**src/rtl/fetch_unit_pkg.sv**
```systemverilog
// Shared definitions for the instruction fetch stage.
//   ADDRESS_LEN      : width of word addresses / pc
//   INSTRUCTION_LEN  : width of an instruction word
//   fetch_state_e    : FETCH (request outstanding), HOLD (instruction held),
//                      KILL (outstanding request to be discarded)
package fetch_unit_pkg;

  localparam int unsigned ADDRESS_LEN     = 16;
  localparam int unsigned INSTRUCTION_LEN = 32;

  typedef enum logic [1:0] {
    FETCH = 2'd0,
    HOLD  = 2'd1,
    KILL  = 2'd2
  } fetch_state_e;

endpackage

```
**src/rtl/fetch_unit.sv**
```systemverilog
// Instruction fetch stage: issues word requests to instruction memory, holds the
// returned word for the IF/ID register and handles redirects from later stages.
//
// Optional build macro: IF_PERF_CNT_EN adds saturating 32-bit fetch/stall counters.
//
// Ports:
//   clk, rst            clock, asynchronous active-low reset
//   stall               hold from decode (IF/ID write enable is its inverse)
//   branch_taken        redirect request, highest priority
//   branch_target       redirect address
//   imem_req/imem_addr  instruction memory request and word address
//   imem_ready          one-cycle pulse: imem_rdata valid, request complete
//   imem_rdata          fetched word
//   PR0_PC_plus1        address of held instruction plus 1 (0 when no instruction)
//   PR0_instruction     held instruction (0 when no instruction)
//   if_valid            PR0_* carry a real instruction
//   fetch_count         [IF_PERF_CNT_EN] instructions entering HOLD
//   stall_count         [IF_PERF_CNT_EN] HOLD cycles with stall asserted
module fetch_unit
  import fetch_unit_pkg::*;
#(
  parameter logic [ADDRESS_LEN-1:0] RESET_PC = '0
) (
  input  logic                       clk,
  input  logic                       rst,
  input  logic                       stall,
  input  logic                       branch_taken,
  input  logic [ADDRESS_LEN-1:0]     branch_target,
  output logic                       imem_req,
  output logic [ADDRESS_LEN-1:0]     imem_addr,
  input  logic                       imem_ready,
  input  logic [INSTRUCTION_LEN-1:0] imem_rdata,
  output logic [ADDRESS_LEN-1:0]     PR0_PC_plus1,
  output logic [INSTRUCTION_LEN-1:0] PR0_instruction,
  output logic                       if_valid
`ifdef IF_PERF_CNT_EN
  ,
  output logic [31:0]                fetch_count,
  output logic [31:0]                stall_count
`endif
);

  fetch_state_e               state_q, state_d;
  logic [ADDRESS_LEN-1:0]     pc_q, pc_d;
  logic [ADDRESS_LEN-1:0]     kill_addr_q, kill_addr_d;
  logic [ADDRESS_LEN-1:0]     pc1_q, pc1_d;
  logic [INSTRUCTION_LEN-1:0] instr_q, instr_d;
  // Low during reset and for the first edge after release, so no request is
  // presented while rst is low and the first request appears on that edge.
  logic                       active_q;

  always_comb begin
    state_d     = state_q;
    pc_d        = pc_q;
    kill_addr_d = kill_addr_q;
    pc1_d       = pc1_q;
    instr_d     = instr_q;
    unique case (state_q)
      FETCH: begin
        if (branch_taken) begin
          pc_d = branch_target;
          // A request still in flight must be flushed before refetching.
          if (active_q && !imem_ready) begin
            state_d     = KILL;
            kill_addr_d = pc_q;
          end
        end else if (active_q && imem_ready) begin
          state_d = HOLD;
          instr_d = imem_rdata;
          pc1_d   = pc_q + ADDRESS_LEN'(1);
        end
      end
      HOLD: begin
        if (branch_taken) begin
          pc_d    = branch_target;
          state_d = FETCH;
        end else if (!stall) begin
          pc_d    = pc_q + ADDRESS_LEN'(1);
          state_d = FETCH;
        end
      end
      KILL: begin
        if (branch_taken) begin
          pc_d = branch_target;
        end else if (imem_ready) begin
          state_d = FETCH;
        end
      end
      default: state_d = FETCH;
    endcase
  end

  always_ff @(posedge clk or negedge rst) begin
    if (!rst) begin
      state_q     <= FETCH;
      pc_q        <= RESET_PC;
      kill_addr_q <= '0;
      pc1_q       <= '0;
      instr_q     <= '0;
      active_q    <= 1'b0;
    end else begin
      state_q     <= state_d;
      pc_q        <= pc_d;
      kill_addr_q <= kill_addr_d;
      pc1_q       <= pc1_d;
      instr_q     <= instr_d;
      active_q    <= 1'b1;
    end
  end

  always_comb begin
    imem_req        = active_q && (state_q != HOLD);
    imem_addr       = (state_q == KILL) ? kill_addr_q : pc_q;
    if_valid        = (state_q == HOLD);
    // Bubble matches the IF/ID flush value.
    PR0_PC_plus1    = if_valid ? pc1_q : '0;
    PR0_instruction = if_valid ? instr_q : '0;
  end

`ifdef IF_PERF_CNT_EN
  logic fetch_inc, stall_inc;

  always_comb begin
    fetch_inc = (state_q == FETCH) && (state_d == HOLD);
    stall_inc = (state_q == HOLD) && stall;
  end

  always_ff @(posedge clk or negedge rst) begin
    if (!rst) begin
      fetch_count <= '0;
      stall_count <= '0;
    end else begin
      if (fetch_inc && (fetch_count != '1)) fetch_count <= fetch_count + 32'd1;
      if (stall_inc && (stall_count != '1)) stall_count <= stall_count + 32'd1;
    end
  end
`endif

endmodule
```
**config.mk**
```make
export PLATFORM = sky130hd
export DESIGN_NAME = fetch_unit
export DESIGN_NICKNAME = d
export VERILOG_FILES = /design/src/rtl/fetch_unit_pkg.sv /design/src/rtl/fetch_unit.sv
export SDC_FILE = /design/constraint.sdc
export NUM_CORES = 1
export LEC_CHECK = 0
export BUFFER_PORTS_ARGS = -buffer_cell sky130_fd_sc_hd__buf_2
export CAP_MARGIN = 10
export CORE_MARGIN = 5
export CORE_UTILIZATION = 25
export DETAILED_ROUTE_END_ITERATION = 7
export SYNTH_ARGS = -nofsm -noshare
export SYNTH_HDL_FRONTEND = slang
export SYNTH_SLANG_ARGS = --single-unit
```
**constraint.sdc**
```tcl
create_clock -name clk -period 2 [get_ports clk]
set_clock_uncertainty 0.15 [all_clocks]
set_input_delay 0.4 -clock clk [delete_from_list [all_inputs] [get_ports clk]]
set_output_delay 0.4 -clock clk [all_outputs]
set_load 0.01 [all_outputs]
```
==> metrics.cfg, run 1 <==
[drt]
wl_per_cell_um = 16.72
drc_errors = 0
detail_route.first_pass.iterations = 6
ant_nets = 0
drt_iter0_drc = 129
via_count = 3494
postRouteWirelength_um = 12740
avgViaCountPerCell = 4.585

[power]
switching_share = 0.2804
power.density_nw_per_um2 = 924.2
pwr-share-comb = 0.292
seq_power_share = 0.419
ir_worst_vdd_mv = 0.4331
p_clk_frac = 0.289
power.internal_uw = 4268
p_leak_uw = 0.002837
p_switching_uw = 1663
p_total_uw = 5931

[synthesis]
synth_fp_nets = 454
async_flop_share = 1.000
synth_largest_area_cell = dfrtp_1
ys_seq_elements = 83
yosysWarnings = 0
synth-edff-count = 0
ys_seq_area_frac = 0.4800
synth.area.top_cells = dfrtp_1, mux2_2, and2_1, nand2_1, o21ai_0
synth.avg_cell_area_sq_um = 10.82
synth_area_sq_um = 4327
synth-main-ff-cell = dfrtp_1
postSynthCellCount = 400
synth.distinct_cells = 46
synth_top_area_frac = 0.4800

[outcome]
status = complete, but fails checks
failed_checks = negative setup slack

[global_routing]
grt_start_max_net_pins = 43
grt_usage = 0.1249
grt_pass1_vias = 3629
grt.overflow.total = 0
antenna_found_initial = 0
grt_pass1_wl_um = 19600

[critical_path]
crit_arrival_ns = 1.57
crit_family = flip-flops
cp_slowest_cell = dfrtp_1
cp_cell_sequence = nor2b_2, buf_12, mux2_2, buf_6
cp_max_fo = 17
cp-end-kind = output pin
cp-start-kind = register
crit_required_ns = 1.45
slowest_delay_ns = 0.40
path_buf_inv = 2
crit_type = register to output pin
r2r_slack_ns = 0.07

[cts]
cts_tree = done
cts_max_level = 3
cts_max_path_buffers = 2
clk_latency_ns = 0.34
root_buffer = clkbuf_16
cts.sinks = 83
numCtsBuffers = 9
clkTransAtPathRegs_ns = 0.06

[placement]
dpl_cell_area_sq_um = 5343
hpwl_um = 8656
gp_congestion = 0.8184
place_ws_ns = 0.1559
io_buffers = 118

[layout]
final_common_cell = dfrtp_1
drive_gt1_frac = 0.5568
final_cell_mix = dfrtp_1, mux2_2, buf_6
final_cell_area_sq_um = 6417
area_growth_pct = 48.32
nNetsFinal = 588
antenna_cells = 0

[sta]
whs_ns = 0.1443
min_period_over_period = 1.062
rsz0062_at_grt = true
fmax_mhz = 470.7
period_needed_ns = 2.125
worst_slack_ns = -0.1247
setup_violations = 66
hold_viol = 0
slew_violations = 0

[floorplan]
die-height_um = 141.6
die-area_sq_um = 20040
ios = 119
start_util = 0.2528
die_x_um = 141.6
core_area_sq_um = 17120
rows = 48

[job]
max_cap_violations = 0

[min_path]
min_path_type = primary input to register

-- cell families after synthesis --
group / after synthesis / share of synthesized area
buffers and inverters: 38 / 0.03817
XOR/XNOR: 13 / 0.02632
multiplexers: 68 / 0.1764
AND/OR/NAND/NOR: 133 / 0.1842
AO/OA/AOI/OAI: 63 / 0.09109
flip-flops: 83 / 0.4800
adder cells (fa/ha/maj): 1 / 0.002891
other: 1 / 0.0008667
-- repair_timing --
action / in CTS / in global routing
endpoints found under the setup margin: 66 / 66
pin swaps: 11 / 34
endpoints found under the hold margin: 26 / 0
resized for setup: 42 / 86
setup buffers: 3 / 2
hold buffers: 1 / 0
cloned: 4 / 3
-- cells in the mapped netlist, types with 2 or more instances --
library cell and instances:
a211oi_1 2, a21oi_1 15, a2bb2oi_1 7, a31oi_1 2, and2_1 49, buf_1 3, buf_2 16, clkbuf_1 14
clkbuf_2 2, dfrtp_1 83, inv_1 3, mux2_2 66, mux2i_1 2, nand2_1 34, nand2b_1 7, nand3_1 12
nand4_1 4, nor2_1 4, nor2b_1 5, nor4_2 2, o21ai_0 17, o22ai_1 12, or3_1 5, xnor2_1 5
xor2_1 8
-- per-stage QoR --
stage | TNS, ns | cells | util
floorplan | 0 | 400 | -
global placement | 0 | 735 | 0.3121
detailed placement | 0 | 735 | 0.3121
CTS | -6.631 | 757 | 0.3488
global route | -12.29 | 762 | 0.3749
finish | -6.718 | 762 | 0.3749
-- flip-flops by register name, summed over array words and instances, names as in the netlist --
| signal | count |
|---|---|
| instr_q | 32 |
| kill_addr_q | 16 |
| pc1_q | 16 |
| pc_q | 16 |
| state_q | 2 |
| active_q | 1 |
-- area by class of cell --
| cell class | count | area [sq um] |
|---|---|---|
| flip-flops and latches | 83 | 2077 |
| clock buffers | 11 | 232.7 |
| clock inverters | 3 | 65.06 |
| inverters | 3 | 11.26 |
| multi-input cells | 279 | 2232 |
| fillers | 1670 | 10700 |
| well taps | 225 | 281.5 |
| repair buffers | 158 | 1518 |
-- metal layers --
| metal | part of all wire | global-route usage |
|---|---|---|
| met1 | 0.41 | 0.1520 |
| met2 | 0.50 | 0.2054 |
| met3 | 0.077 | 0.04988 |
| met4 | 0.016 | 0.03485 |
| met5 | 0 | 0 |
-- path summary, 6_finish.rpt --
path                                     from        endpoint  cells past startpoint
worst min register to register       pc1_q[3]        pc1_q[3]                      2
min in group asynchronous                 rst  kill_addr_q[8]                      2
worst max register to register     state_q[1]     instr_q[15]                      6
worst min-delay path            imem_rdata[5]      instr_q[5]                      2
worst max-delay path               state_q[0]   imem_addr[10]                      4
max in group asynchronous                 rst     instr_q[25]                      3
-- power groups by stage --
stage / registers (uW) / clock network, uW / logic [uW]
final: 2480 / 1720 / 1730
after global routing: 2550 / 1850 / 1900
after CTS: 2460 / 1790 / 1620
after detailed placement: 2480 / 0 / 1440
after global placement: 2440 / 0 / 1410
after floorplan: 2360 / 0 / 988
Note: power is estimated with default switching activity, not from simulation.
==> run 2, diff against run 1 <==
--- a/config.mk
+++ b/config.mk
@@ -10,6 +10,7 @@
 export CORE_MARGIN = 5
 export CORE_UTILIZATION = 25
 export DETAILED_ROUTE_END_ITERATION = 7
+export SLEW_MARGIN = 20
 export SYNTH_ARGS = -nofsm -noshare
 export SYNTH_HDL_FRONTEND = slang
 export SYNTH_SLANG_ARGS = --single-unit
==> constraint.sdc (replaced) <==
create_clock -name clk -period 1.7 [get_ports clk]
set_clock_uncertainty 0.15 [all_clocks]
set_input_delay 0.34 -clock clk [delete_from_list [all_inputs] [get_ports clk]]
set_output_delay 0.34 -clock clk [all_outputs]
set_load 0.01 [all_outputs]
==> run 2 against run 1 <==
The run still ends with negative setup slack left. Critical path depth rose by 2. Non-clock buffer count grew 18. Total power increased by 16%. Sequential share of layout area grew 1.5 points. Register-to-register slack worse by 0.14 ns. Final area down 4.2%. Critical path type unchanged.
==> metrics.cfg, run 2 (same netlist as run 1, synthesis figures left out) <==
[drt]
ant_nets = 0  ; unchanged
drt_iter0_drc = 125  ; -3.1%
via_count = 3545  ; +1.5%
avgViaCountPerCell = 4.522  ; -1.4%
detail_route.first_pass.iterations = 4  ; -2
wl_per_cell_um = 16.34  ; -2.3%
drc_errors = 0  ; unchanged
postRouteWirelength_um = 12810  ; +0.56%

[cts]
clk_latency_ns = 0.35  ; about the same
numCtsBuffers = 9  ; unchanged
cts.sinks = 83  ; unchanged
root_buffer = clkbuf_16
cts_tree = done
cts_max_level = 3  ; unchanged
clkTransAtPathRegs_ns = 0.07  ; about the same
cts_max_path_buffers = 2  ; unchanged

[sta]
hold_viol = 0  ; unchanged
period_needed_ns = 2.094
setup_violations = 78  ; +18%
fmax_mhz = 477.6
rsz0062_at_grt = true
slew_violations = 0  ; unchanged
worst_slack_ns = -0.3938  ; -0.2691 ns
min_period_over_period = 1.232

[power]
power.internal_uw = 4863  ; +14%
ir_worst_vdd_mv = 0.5564  ; +28%
seq_power_share = 0.422  ; +0.003
power.density_nw_per_um2 = 1118  ; +21%
pwr-share-comb = 0.289  ; -0.003
p_switching_uw = 2007  ; +21%
p_total_uw = 6870  ; +16%
switching_share = 0.2921  ; +0.01172
p_clk_frac = 0.290  ; about the same
p_leak_uw = 0.002858  ; +0.73%

[critical_path]
crit_arrival_ns = 1.60  ; +0.03 ns
crit_required_ns = 1.21  ; -0.24 ns
slowest_delay_ns = 0.40  ; about the same
path_buf_inv = 4  ; +2
cp_slowest_cell = dfrtp_1
cp_cell_sequence = buf_6, nor2b_4, buf_12, clkbuf_16, and2_1, buf_2
cp_max_fo = 6  ; -11
crit_type = register to output pin
cp-start-kind = register
cp-end-kind = output pin
crit_family = buffers and inverters

[layout]
fillers = 1738  ; +4.1%
final_cell_mix = buf_2, dfrtp_1, mux2_2
area_growth_pct = 42.05
antenna_cells = 0  ; unchanged
largest_reg_flops = 32  ; unchanged
drive_gt1_frac = 0.5009  ; -0.05590
nNetsFinal = 608  ; +3.4%
largest_register = instr_q
fin_util = 0.3591  ; -0.01586
final_common_cell = buf_2

[placement]
gp_congestion = 0.7939  ; -3.0%
hpwl_um = 8997  ; +3.9%
io_buffers = 118  ; unchanged

[global_routing]
grt_usage = 0.1223  ; -0.002643
antenna_found_initial = 0  ; unchanged
grt_pass1_vias = 3755  ; +3.5%
grt_pass1_wl_um = 19510  ; -0.45%
grt_start_max_net_pins = 51  ; +19%
grt.overflow.total = 0  ; unchanged

[min_path]
min_path_type = primary input to register

[floorplan]
rows = 48  ; unchanged
die_x_um = 141.6  ; unchanged
die-height_um = 141.6  ; unchanged
ios = 119  ; unchanged
start_util = 0.2528  ; unchanged
core_area_sq_um = 17120  ; unchanged
die-area_sq_um = 20040  ; unchanged

[job]
max_cap_violations = 0  ; unchanged

[outcome]
failed_checks = negative setup slack
status = complete, but fails checks

==> run 2: cell types whose count changed in the layout (fill, tap and decap cells not counted), sizes merged <==
cell / previous run / this run
nand3b: 1 / 3
bufinv: 2 / 1
buf: 155 / 173
clkinv: 1 / 3
clkinvlp: 0 / 1
==> run 2: layout make-up <==
class                           instances  area [sq um]  share of cell area
Multi-Input combinational cell        281          2208              0.3593
Sequential cell                        83          2079              0.3384
Timing Repair Buffer                  176          1270              0.2066
Tap cell                              225         281.5             0.04581
Clock buffer                           11         242.7             0.03950
Clock inverter                          5         52.55            0.008550
Inverter                                3         11.26            0.001832
==> run 2: worst paths after layout <==
check                                   to  slack, ns      startpoint  depth (start not counted)
setup / recovery           PR0_PC_plus1[6]      -0.39      state_q[0]                          6
hold / removal                 instr_q[22]       0.08  imem_rdata[22]                          2
setup reg to reg                   pc_q[2]      -0.07      state_q[0]                          8
hold reg to reg                   pc1_q[3]       0.32        pc1_q[3]                          2
max in group asynchronous      instr_q[16]       0.57             rst                          3
min in group asynchronous         pc_q[11]       0.28             rst                          2
==> run 2: power by group through the flow <==
stage,registers (uW),logic [uW],clock network [uW]
finish,2900,1980,1990
global placement,2900,1750,0
global route,2980,2190,2130
CTS,2910,1950,2050
detailed placement,2940,1810,0
floorplan,2790,1240,0
==> run 2: timing repair <==
item | in CTS | in global routing
pin swaps | 3 | 0
endpoints found under the setup margin | 91 | 144
hold buffers | 1 | 0
gates resized for setup | 19 | 9
hold endpoints to repair | 19 | 0
setup buffers | 4 | 2
gates cloned | 2 | 5
==> run 2: routing by layer <==
metal,global-route usage,up-vias,share of wire
li1,-,1702,-
met1,0.1519,1729,0.44
met2,0.2052,102,0.48
met3,0.03505,12,0.066
met4,0.03889,0,0.012
met5,0,-,0
==> run 2: stage by stage <==
step	hold WS, ns	instances	setup slack (ns)	cell area [sq um]	TNS, ns
2_1_floorplan	-0.1056	400	-0.04554	4434	-0.6827
6_report	0.07526	784	-0.3938	6146	-24.49
4_1_cts	0.05951	777	-0.3792	5998	-21.97
3_5_place_dp	0.1148	754	-0.06703	5535	-1.338
5_1_grt	0.06854	784	-0.4428	6146	-31.17
3_3_place_gp	0.1141	754	-0.02134	5535	-0.4560
==> run 3, diff against run 2 <==
--- a/config.mk
+++ b/config.mk
@@ -5,6 +5,7 @@
 export SDC_FILE = /design/constraint.sdc
 export NUM_CORES = 1
 export LEC_CHECK = 0
+export ABC_AREA = 1
 export BUFFER_PORTS_ARGS = -buffer_cell sky130_fd_sc_hd__buf_2
 export CAP_MARGIN = 10
 export CORE_MARGIN = 5
==> run 3 against run 2 <==
The flow still finishes with violations (negative setup slack). Global-route usage increased by 0.15 points. Critical endpoint is now imem_addr[4]. Largest cell class is now registers. Wire length grew 3.9%. Largest power group unchanged. Combinational power hardly changed. Cell count rose by 17%.
==> metrics.cfg, run 3 <==
[sta]
rsz0062_at_grt = true
period_needed_ns = 1.945  ; -0.1492 ns
fmax_mhz = 514.2  ; +7.7%
worst_slack_ns = -0.2446  ; +0.1492 ns
min_period_over_period = 1.144  ; -0.08775
hold_viol = 0  ; unchanged
setup_violations = 91  ; +17%
slew_violations = 0  ; unchanged

[critical_path]
cp-end-kind = output pin
crit_required_ns = 1.21  ; about the same
crit_family = buffers and inverters
crit_type = register to output pin
slowest_delay_ns = 0.39  ; about the same
cp_cell_sequence = inv_2, nor2_4, buf_12, clkbuf_16, o21ai_2, buf_2
cp_max_fo = 8  ; +2
cp_slowest_cell = dfrtp_1
crit_arrival_ns = 1.45  ; -0.15 ns
cp-start-kind = register
path_buf_inv = 4  ; unchanged

[global_routing]
antenna_found_initial = 0  ; unchanged
grt_start_max_net_pins = 63  ; +24%
grt_pass1_vias = 3661  ; -2.5%
grt.overflow.total = 0  ; unchanged
grt_usage = 0.1238  ; +0.001518
grt_pass1_wl_um = 19350  ; -0.85%

[synthesis]
postSynthCellCount = 547  ; +37%
synth_top_family_by_area = simple AND/OR/NAND/NOR gates
synth.avg_cell_area_sq_um = 7.606  ; -30%
async_flop_share = 1.000  ; unchanged
synth_area_sq_um = 4160  ; -3.8%
ys_seq_elements = 83  ; unchanged
synth_top_area_frac = 0.4992  ; +0.01920
synth_fp_nets = 601  ; +32%
synth_fa_ha_area_frac = 0.003008  ; +0.0001157
ys_seq_area_frac = 0.4992  ; +0.01920
muxShareOfSynthArea = 0  ; -0.1764
synth_most_common_cell = nand2_1
synth-main-ff-cell = dfrtp_1
synthXorXnorAreaFrac = 0.01474  ; -0.01158
synthSimpleGateAreaFrac = 0.2457  ; +0.06150
synthTopCellsByCount = nand2_1, nor2_1, dfrtp_1, inv_1, o21ai_0
synth_largest_area_cell = dfrtp_1
synth_compound_area_frac = 0.1311  ; +0.04003
synth.distinct_cells = 27  ; -41%
synth-edff-count = 0  ; unchanged
synth.area.top_cells = dfrtp_1, nand2_1, nor2_1, inv_1, o21ai_0
yosysWarnings = 0  ; unchanged

[placement]
dpl_cell_area_sq_um = 5099  ; -7.9%
dp.cells = 875  ; +16%
gp_congestion = 0.8142  ; +2.6%
hpwl_um = 8342  ; -7.3%
io_buffers = 118  ; unchanged

[drt]
postRouteWirelength_um = 13310  ; +3.9%
drt_iter0_drc = 200  ; +60%
wl_per_cell_um = 14.50  ; -11%
avgViaCountPerCell = 4.264  ; -5.7%
ant_nets = 0  ; unchanged
via_count = 3914  ; +10%
detail_route.first_pass.iterations = 4  ; unchanged
drc_errors = 0  ; unchanged

[layout]
final_cell_mix = nand2_1, buf_2, dfrtp_1
antenna_cells = 0  ; unchanged
final_cell_area_sq_um = 6043  ; -1.7%
regArea_sq_um = 2079  ; unchanged
largest_register = instr_q
multi_input_area_sq_um = 1812  ; -18%
fin_util = 0.3670  ; +0.007957
drive_gt1_frac = 0.3539  ; -0.1470
fin_cells = 918  ; +17%
fillers = 1743  ; +0.29%
area_growth_pct = 45.26
final_common_cell = nand2_1
nNetsFinal = 747  ; +23%
largest_reg_flops = 32  ; unchanged

[cts]
cts_max_level = 3  ; unchanged
root_buffer = clkbuf_16
cts_max_path_buffers = 2  ; unchanged
clkTransAtPathRegs_ns = 0.06  ; about the same
numCtsBuffers = 9  ; unchanged
cts_tree = done
clk_latency_ns = 0.34  ; about the same
cts.sinks = 83  ; unchanged

[floorplan]
rows = 47  ; -2.1%
die-height_um = 139  ; -1.8%
die-area_sq_um = 19320  ; -3.6%
ios = 119  ; unchanged
die_x_um = 139  ; -1.8%
core_area_sq_um = 16470  ; -3.8%
start_util = 0.2527  ; about the same

[job]
max_cap_violations = 0  ; unchanged

[power]
p_leak_uw = 0.003048  ; +6.6%
ir_worst_vdd_mv = 0.4783  ; -14%
power.density_nw_per_um2 = 1145  ; +2.4%

[outcome]
failed_checks = negative setup slack
status = complete, but fails checks

[min_path]
min_path_type = primary input to register

run 3: what timing repair did:
item / CTS / global route
pin swaps: 0 / 9
resized for setup: 11 / 88
setup endpoints to repair: 66 / 113
hold buffers: 1 / 0
gates cloned: 0 / 13
buffers inserted: 4 / 10
endpoints found under the hold margin: 24 / 0
run 3: cells by family after synthesis:
group / after synthesis
simple gates: 254
buf+inv: 103
compound gates: 98
flops: 83
xor+xnor: 7
fa+ha+maj: 1
other cells: 1
run 3: metal layers:
layer | track usage | up-vias | routed length, um
met5 | 0 | - | 0
li1 | - | 1998 | -
met2 | 0.1759 | 121 | 5972
met1 | 0.1782 | 1781 | 6354
met3 | 0.03414 | 14 | 757
met4 | 0.04789 | 0 | 225
run 3: layout make-up:
class | count | share of cell area
Multi-Input combinational cell | 361 | 0.2998
Clock inverter | 5 | 0.01242
Timing Repair Buffer | 160 | 0.2039
Tap cell | 220 | 0.04555
Clock buffer | 11 | 0.04182
Sequential cell | 83 | 0.3441
Inverter | 78 | 0.05238
run 3: worst min-delay path, stage by stage:
cell and delay [ns]:
buf_2 0.07, nand2_1 0.04, o21ai_0 0.06
run 3: path summary, 6_finish.rpt:
check | slack [ns] | start | depth (start not counted) | end
worst max register to register | -0.12 | state_q[0] | 11 | pc_q[0]
min in group asynchronous | 0.32 | rst | 2 | kill_addr_q[13]
worst min register to register | 0.34 | kill_addr_q[12] | 2 | kill_addr_q[12]
worst min-delay path | 0.05 | imem_rdata[5] | 3 | instr_q[5]
max in group asynchronous | 0.56 | rst | 3 | instr_q[19]
worst max-delay path | -0.24 | state_q[1] | 6 | imem_addr[4]
run 3: where the power goes:
group	switching [uW]	internal, uW
Sequential	278	2520
Clock	813	1360
Combinational	1130	822
run 3: per-stage QoR:
step	total power (uW)	setup slack (ns)	hold slack [ns]	TNS, ns
after detailed placement	4438	-0.01499	0.1473	-0.02033
after floorplan	3805	0.1033	-0.1056	0
after CTS	6698	-0.2305	0.04074	-11.10
after global placement	4403	-0.01132	0.1474	-0.01132
after global routing	7428	-0.3169	0.05601	-21.16
final	6920	-0.2446	0.05444	-13.04
